### src/rtl/btn_if.sv
// Button conditioner signal bundle: raw buttons and enable in, clean
// levels and command pulses out.
interface btn_if #(
  parameter int N_BTN = 4
);
  logic             enable;
  logic [N_BTN-1:0] btn_raw;
  logic [N_BTN-1:0] btn_level;
  logic [N_BTN-1:0] btn_pulse;
  logic             any_pulse;

  // Source of button levels and the mode gate (board / testbench side).
  modport master (
    output enable,
    output btn_raw,
    input  btn_level,
    input  btn_pulse,
    input  any_pulse
  );

  // The conditioner itself.
  modport slave (
    input  enable,
    input  btn_raw,
    output btn_level,
    output btn_pulse,
    output any_pulse
  );
endinterface

### src/rtl/btn_conditioner.sv
// Button conditioner: per-channel 2-FF synchronizer, counter debounce,
// press pulse and optional auto-repeat on hold, gated by a global enable.
module btn_conditioner #(
  parameter int               N_BTN           = 4,
  parameter int               DEBOUNCE_CYCLES = 1_000_000,
  parameter int               HOLD_CYCLES     = 50_000_000,
  parameter int               REPEAT_CYCLES   = 10_000_000,
  parameter logic [N_BTN-1:0] REPEAT_MASK     = 4'b0110,
  parameter int               CNT_W           = 27
) (
  input  logic   clk,
  input  logic   reset,
  btn_if.slave   bus
);

  localparam logic [CNT_W-1:0] DB_LAST   = CNT_W'(DEBOUNCE_CYCLES - 1);
  localparam logic [CNT_W-1:0] HOLD_LAST = CNT_W'(HOLD_CYCLES - 1);
  localparam logic [CNT_W-1:0] REP_LAST  = CNT_W'(REPEAT_CYCLES - 1);
  localparam logic [CNT_W-1:0] CNT_ONE   = CNT_W'(1);

  typedef enum logic [1:0] {
    ST_IDLE   = 2'd0,
    ST_HOLD   = 2'd1,
    ST_REPEAT = 2'd2
  } state_t;

  logic [N_BTN-1:0] level_s;       // debounced levels gathered from channels
  logic [N_BTN-1:0] pulse_gated_s; // next-cycle pulses after the enable gate
  logic [N_BTN-1:0] pulse_r;
  logic             any_r;

  genvar g;
  generate
    for (g = 0; g < N_BTN; g++) begin : g_ch
      localparam bit REP_EN = REPEAT_MASK[g];

      logic             sync1_r;
      logic             sync2_r;
      logic             lvl_r;
      logic [CNT_W-1:0] db_cnt_r;
      logic             differ_s;
      logic             accept_s;
      logic             lvl_next_s;

      state_t           state_r;
      state_t           state_s;
      logic [CNT_W-1:0] tm_cnt_r;
      logic [CNT_W-1:0] tm_cnt_s;
      logic             pulse_s;

      // The FSM acts on the level the debouncer is about to register, so a
      // press pulse lands on the same edge as the btn_level rise and a
      // release is seen on the edge btn_level falls.
      assign differ_s   = (sync2_r != lvl_r);
      assign accept_s   = differ_s && (db_cnt_r == DB_LAST);
      assign lvl_next_s = accept_s ? sync2_r : lvl_r;

      // Synchronize the raw level and debounce it with a stable-run counter.
      always_ff @(posedge clk) begin
        if (reset) begin
          sync1_r  <= 1'b0;
          sync2_r  <= 1'b0;
          lvl_r    <= 1'b0;
          db_cnt_r <= '0;
        end else begin
          sync1_r <= bus.btn_raw[g];
          sync2_r <= sync1_r;
          lvl_r   <= lvl_next_s;
          if (!differ_s || accept_s) begin
            db_cnt_r <= '0;
          end else begin
            db_cnt_r <= db_cnt_r + CNT_ONE;
          end
        end
      end

      // Next state, hold/repeat counter and pulse request for this channel.
      always_comb begin
        state_s  = state_r;
        tm_cnt_s = tm_cnt_r;
        pulse_s  = 1'b0;
        if (!bus.enable) begin
          state_s  = ST_IDLE;
          tm_cnt_s = '0;
        end else begin
          case (state_r)
            ST_IDLE: begin
              if (accept_s && sync2_r) begin
                pulse_s  = 1'b1;
                state_s  = ST_HOLD;
                tm_cnt_s = '0;
              end else begin
                tm_cnt_s = '0;
              end
            end
            ST_HOLD: begin
              if (!lvl_next_s) begin
                state_s  = ST_IDLE;
                tm_cnt_s = '0;
              end else if (REP_EN && (tm_cnt_r == HOLD_LAST)) begin
                pulse_s  = 1'b1;
                state_s  = ST_REPEAT;
                tm_cnt_s = '0;
              end else if (tm_cnt_r != HOLD_LAST) begin
                tm_cnt_s = tm_cnt_r + CNT_ONE;
              end else begin
                tm_cnt_s = tm_cnt_r;  // non-repeat channel: saturate
              end
            end
            ST_REPEAT: begin
              if (!lvl_next_s) begin
                state_s  = ST_IDLE;
                tm_cnt_s = '0;
              end else if (tm_cnt_r == REP_LAST) begin
                pulse_s  = 1'b1;
                tm_cnt_s = '0;
              end else begin
                tm_cnt_s = tm_cnt_r + CNT_ONE;
              end
            end
            default: begin
              state_s  = ST_IDLE;
              tm_cnt_s = '0;
            end
          endcase
        end
      end

      // Channel FSM state and hold/repeat counter registers.
      always_ff @(posedge clk) begin
        if (reset) begin
          state_r  <= ST_IDLE;
          tm_cnt_r <= '0;
        end else begin
          state_r  <= state_s;
          tm_cnt_r <= tm_cnt_s;
        end
      end

      assign level_s[g]       = lvl_r;
      assign pulse_gated_s[g] = pulse_s & bus.enable;
    end
  endgenerate

  // Output pulse register; any_pulse is registered alongside btn_pulse.
  always_ff @(posedge clk) begin
    if (reset) begin
      pulse_r <= '0;
      any_r   <= 1'b0;
    end else begin
      pulse_r <= pulse_gated_s;
      any_r   <= |pulse_gated_s;
    end
  end

  assign bus.btn_level = level_s;
  assign bus.btn_pulse = pulse_r;
  assign bus.any_pulse = any_r;

endmodule

### src/flat_wrapper.sv
// flat-port wrapper written by rule: the top's interface ports become plain ports
module btn_conditioner_flat 
#(
  parameter int               N_BTN           = 4,
  parameter int               DEBOUNCE_CYCLES = 1_000_000,
  parameter int               HOLD_CYCLES     = 50_000_000,
  parameter int               REPEAT_CYCLES   = 10_000_000,
  parameter logic [N_BTN-1:0] REPEAT_MASK     = 4'b0110,
  parameter int               CNT_W           = 27
)
  (clk, reset, bus_enable, bus_btn_raw, bus_btn_level, bus_btn_pulse, bus_any_pulse);
  btn_if #(.N_BTN(N_BTN)) bus_i ();
  input  logic clk;
  input  logic reset;
  input wire logic [$bits(bus_i.enable)-1:0] bus_enable;
  input wire logic [$bits(bus_i.btn_raw)-1:0] bus_btn_raw;
  output wire logic [$bits(bus_i.btn_level)-1:0] bus_btn_level;
  output wire logic [$bits(bus_i.btn_pulse)-1:0] bus_btn_pulse;
  output wire logic [$bits(bus_i.any_pulse)-1:0] bus_any_pulse;
  assign bus_i.enable = bus_enable;
  assign bus_i.btn_raw = bus_btn_raw;
  assign bus_btn_level = bus_i.btn_level;
  assign bus_btn_pulse = bus_i.btn_pulse;
  assign bus_any_pulse = bus_i.any_pulse;
  btn_conditioner #(.N_BTN(N_BTN), .DEBOUNCE_CYCLES(DEBOUNCE_CYCLES), .HOLD_CYCLES(HOLD_CYCLES), .REPEAT_CYCLES(REPEAT_CYCLES), .REPEAT_MASK(REPEAT_MASK), .CNT_W(CNT_W)) u_core (.clk(clk), .reset(reset), .bus(bus_i));
endmodule
### config.mk
export PLATFORM = sky130hd
export DESIGN_NAME = btn_conditioner_flat
export DESIGN_NICKNAME = d
export VERILOG_FILES = /design/src/rtl/btn_if.sv /design/src/rtl/btn_conditioner.sv /design/src/flat_wrapper.sv
export SDC_FILE = /design/constraint.sdc
export NUM_CORES = 1
export LEC_CHECK = 0
export BUFFER_PORTS_ARGS = -buffer_cell sky130_fd_sc_hd__buf_4
export CAP_MARGIN = 5
export CORE_UTILIZATION = 45
export DETAILED_ROUTE_END_ITERATION = 10
export PLACE_DENSITY = 0.6
export SETUP_SLACK_MARGIN = 0.15
export SYNTH_ARGS = -nofsm -noshare
export SYNTH_HDL_FRONTEND = slang
export SYNTH_SLANG_ARGS = --single-unit
### constraint.sdc
create_clock -name clk -period 3.7 [get_ports clk]
set_clock_uncertainty 0.1 [all_clocks]
set_input_delay 0.555 -clock clk [delete_from_list [all_inputs] [get_ports clk]]
set_output_delay 0.555 -clock clk [all_outputs]
set_load 0.02 [all_outputs]
* After elaboration in Yosys (flattened, before gate mapping)
Cells that the tools add are included.
** Storage, ports and cells
- Flip-flop bits (word level) :: 241
** Cells by class
- Add/sub/neg operators :: 8
- Equality and inequality tests :: 40
- Multiplexer cells :: 66
- Bitwise gates (word level) :: 5
- Reduce and logical (&&, ||, !) cells :: 32
** Operators by type and width (count)
- $mux W27 :: 18
- $add A27 B1 Y27 const B :: 8
- $pmux W27 S2 :: 4
- $eq A27 B20 Y1 const B :: 4
- $eq A27 B24 Y1 const B :: 4
- $ne A27 B26 Y1 const B :: 4
- $eq A27 B26 Y1 const B :: 2
- $mux W1 :: 24
- $mux W2 :: 12
- $reduce_or A2 Y1 :: 7
- $ne A3 B3 Y1 const B :: 4
- $pmux W2 S3 :: 2
- $eq A2 B1 Y1 const B :: 4
- $eq A2 B2 Y1 const B :: 4
- $logic_and A1 B1 Y1 :: 8
- $logic_not A2 Y1 :: 4
- $ne A2 B1 Y1 const B :: 4
- $ne A2 B2 Y1 const B :: 4
- $ne A4 B4 Y1 const B :: 2
- $pmux W2 S2 :: 2
- $pmux W1 S3 :: 2
- $reduce_and A3 Y1 :: 2
- $and A1 B1 Y1 :: 4
- $logic_not A1 Y1 :: 4
- other kinds (6) :: 14

* Logic depth before layout (Yosys ltp)
- Word-level depth :: 8
- Depth in mapped cells :: 9

* Worst setup path before layout
No wires, ideal clock.
- Kind :: register to register
- Start point :: reg u_core.g_ch[3].db_cnt_r[0]
- End point :: reg u_core.g_ch[3].db_cnt_r[16]
- Setup time :: 0.128 ns
- Arrival time :: 2.045 ns
- Data required time :: 3.472 ns
- Slack :: 1.427 ns
- Cell stages (with the launch flop) :: 9
- Path buffers :: 2
- Clock period less this slack :: 2.273 ns
- Path through :: dfxtp_1 > ha_1 > nand4_1 > or2_2 > or3_1 > clkbuf_1 > nand2_1 > clkbuf_1 > nor2_1
** Between the ends
- Word-level cells in the longest chain between the ends :: 4
- Elaborated cells on any way between the ends :: 5
- Those cells by class :: add/sub: 1; eq/ne: 1; reduce/logical: 3
** Ends and longest elaborated chain
- start, declared :: RTL line btn_conditioner.sv:40 : logic [CNT_W-1:0] db_cnt_r;
- start signal, assigned :: RTL line btn_conditioner.sv:72 : db_cnt_r <= db_cnt_r + CNT_ONE;
- branches (longest 4 deep; another with $add A27 B1 Y27)
Parallel ways; which one is timed is not known.
A chain may end at the register's enable or synchronous reset.

* Worst setup path after layout
- Start point :: reg u_core.g_ch[2].db_cnt_r[19]
- End point :: reg u_core.g_ch[2].db_cnt_r[19]
** Between the ends
- Word-level cells in the longest chain between the ends :: 4
- Elaborated cells on any way between the ends :: 5
- Those cells by class :: add/sub: 1; eq/ne: 1; reduce/logical: 3
** Ends and longest elaborated chain (RTL line)
- start, declared :: btn_conditioner.sv:40
- start signal, assigned :: btn_conditioner.sv:72
- branches (longest 4 deep; another with $add A27 B1 Y27)
Parallel ways; which one is timed is not known.

==> flow_summary.ini <==
[routing]
drt-pass1-iter-count = 6
ant_nets = 0
routed_wl_um = 14400
via_per_inst = 5.07
wl_per_cell_um = 12.2
vias = 6002
drc = 0
drt_iter0_drc = 363

[floorplan]
placementRows = 48
die_x_um = 137
start_util_pct = 46.6
ios = 16
die_h_um = 137
die-area_mm2 = 0.0187
coreArea_mm2 = 0.0175

[synth]
ys_seq_area_share_pct = 45.3
yosysUniqueCellTypes = 51
synth_nets = 953
synth-edff-count = 0
async_reset_ff_share_pct = 0
syn_inst = 932
ys_ff_latch = 185
synth.top_cell.area_share_pct = 45.3
ys.flop_type = dfxtp_1
synth_top_cell_by_area = dfxtp_1
yosys-top-cells-area = dfxtp_1 45%, nor2_1 9.2%, xor2_1 8.5%
ys_warn_count = 0
syn_avg_cell_area_um2 = 8.77
syn_area_mm2 = 0.00817

[clocking]
cts_root_buffer = clkbuf_16
cts_tree = done
cts_hold_buf = 0
cts_max_level = 4
postCtsSetupRepairBufs = 0
clkTransAtPathRegs_ps = 70
cts_sinks = 185
cts_max_path_buffers = 2
numCtsBuffers = 17
clk_latency_ps = 430
cts-resized-gates = 0

[sta]
maxSlewHeadroom_pct = 38.3
max_freq_ghz = 0.391
worst_slew_pin_slew_ps = 926
setup_viol = 0
rsz0062_at_grt = no
fin_crit_sh_pct = 69.2
setup_tns_ps = 0
hold_viol_final = 0
finalCriticalPeriod_ps = 2560
maxSlewViolCount = 0

[critical_path]
cpLargestDelayFamily = simple AND/OR/NAND/NOR gates
required_ps = 3880
cp_max_fo = 27
slowest_stage = or3_1
critPathCaptureType = flop
critPathKind = reg -> reg
path_buf_inv = 0
max_stage_delay_ps = 780
crit_chain = nand4_1, or4_4, nor4_4, or3_1, nor2_1
cp-start-kind = flop
crit_arrival_ps = 2740

[status]
status = complete, no violations

[final_layout]
multiInputGateArea_mm2 = 0.00423
antenna_cells = 0
seq_area_mm2 = 0.00370
nFillCells = 1633
drive_above_1_share_pct = 6.58
nets = 966
syn_to_final_growth_pct = 10.9

[job]
max_cap_violations = 0

[power]
p_int_uw = 3040
clock_power_share_pct = 47.3
p_per_area_mw_per_mm2 = 425
irDropWorstVdd_v = 0.000534
switching_power_uw = 806
seqPwrFrac_pct = 51.9
power.total_uw = 3850
p_leak_uw = 0.00287
p_comb_share_pct = 0.8
swShare_pct = 20.9

[global_routing]
use_met2_pct = 25.1
grt_overflow = 0
grt_max_degree = 28
met1_usage_pct = 23.1
grt_pass1_wl_um = 25000
top_usage_layer = met2
antenna_found_initial = 0
grt_pass1_vias = 5465
grt_use_met3_pct = 4.19
grt.total_usage_pct = 16.6

[placement]
port_buffers = 15
globalplace.congestion = 0.741
dp_hpwl_um = 9680

[hold_path]
hold_path_class = in -> reg
-- logic make-up after synthesis --
family                   share of synthesized area, %
multiplexers                                    0.628
AO/OA/AOI/OAI                                    2.11
adder cells (fa/ha/maj)                          2.14
AND/OR/NAND/NOR                                  30.4
buffers and inverters                            2.96
flip-flops                                       45.3
XOR/XNOR                                         16.4
-- state kept, by name, indices dropped and copies added, names as in the netlist --
register and flops:
u_core.g_ch.db_cnt_r 108, u_core.g_ch.tm_cnt_r 54, u_core.g_ch.state_r 6, u_core.bus.btn_pulse 4, u_core.g_ch.lvl_r 4, u_core.g_ch.sync1_r 4, u_core.g_ch.sync2_r 4, u_core.bus.any_pulse 1
-- cell usage after synthesis, drive strengths merged (2+ instances only) --
library cell  number
nor2             200
dfxtp            185
xor2              79
xnor2             74
nand3             62
nand2             54
nand4             41
and3              25
inv               25
nor3              24
nor4              21
buf               16
nor2b             15
ha                14
clkbuf            11
and4              10
nand2b             8
nor4b              8
or3                8
a21oi              5
mux2i              4
nand3b             4
nor4bb             4
and2               3
o21ai              3
o41ai              3
or2                3
or4                3
a21bo              2
a22oi              2
nor3b              2
or4b               2
-- metal layers --
layer,share of wire (%),up-vias
li1,-,3179
met1,54,2769
met2,42,42
met3,2.8,12
met4,1.0,0
met5,0,-
-- power by group through the flow --
stage | Clock [uW] | Combinational, uW | Sequential (uW)
after floorplan | 0 | 19.4 | 2040
after global placement | 0 | 31.2 | 2040
after detailed placement | 0 | 31.4 | 2040
after CTS | 1870 | 31.5 | 2000
after global routing | 1960 | 34.3 | 2000
final | 1820 | 30.4 | 2000
-- cell usage in the layout, fill, tap and decap left out, drive strengths merged, types with 4 or more instances in the layout --
| cell type | count |
|---|---|
| nor2 | 200 |
| dfxtp | 185 |
| xor2 | 79 |
| xnor2 | 74 |
| nand3 | 62 |
| nand2 | 54 |
| nand4 | 41 |
| inv | 28 |
| and3 | 25 |
| nor3 | 24 |
| buf | 21 |
| nor4 | 21 |
| clkbuf | 19 |
| nor2b | 15 |
| ha | 14 |
| and4 | 10 |
| nand2b | 8 |
| or3 | 8 |
| nor4b | 8 |
| a21oi | 5 |
| clkinvlp | 5 |
| nor4bb | 4 |
| nand3b | 4 |
| mux2i | 4 |
-- final cells by class --
cell class,count,share of cell area (%)
clock inverter,13,1.57
sequential,185,40.9
timing repair buffer,21,1.74
tap,225,3.11
multi-input combinational,695,46.7
inverter,25,1.04
clock buffer,19,5.00
-- path summary, 6_finish.rpt --
| path | startpoint | endpoint | slack [ps] | cells after the start |
|---|---|---|---|---|
| max reg2reg | u_core.g_ch[2].db_cnt_r[19] | u_core.g_ch[2].db_cnt_r[19] | 1140 | 5 |
| max | u_core.g_ch[2].db_cnt_r[19] | u_core.g_ch[2].db_cnt_r[19] | 1140 | 5 |
| min | bus_btn_raw[1] | u_core.g_ch[1].sync1_r | 250 | 2 |
| min reg2reg | u_core.g_ch[0].sync1_r | u_core.g_ch[0].sync2_r | 340 | 1 |
-- stage by stage --
stage	util, %	cells	hold WS (ps)	area (um2)	setup WS [ps]
2_1_floorplan	-	932	314	8170	1430
3_3_place_gp	48.3	1151	323	8460	1210
3_5_place_dp	48.3	1151	325	8460	1130
4_1_cts	51.7	1183	234	9060	1120
5_1_grt	51.7	1183	227	9060	856
6_report	51.7	1183	249	9060	1140
Power figures use the tool's default switching activity.
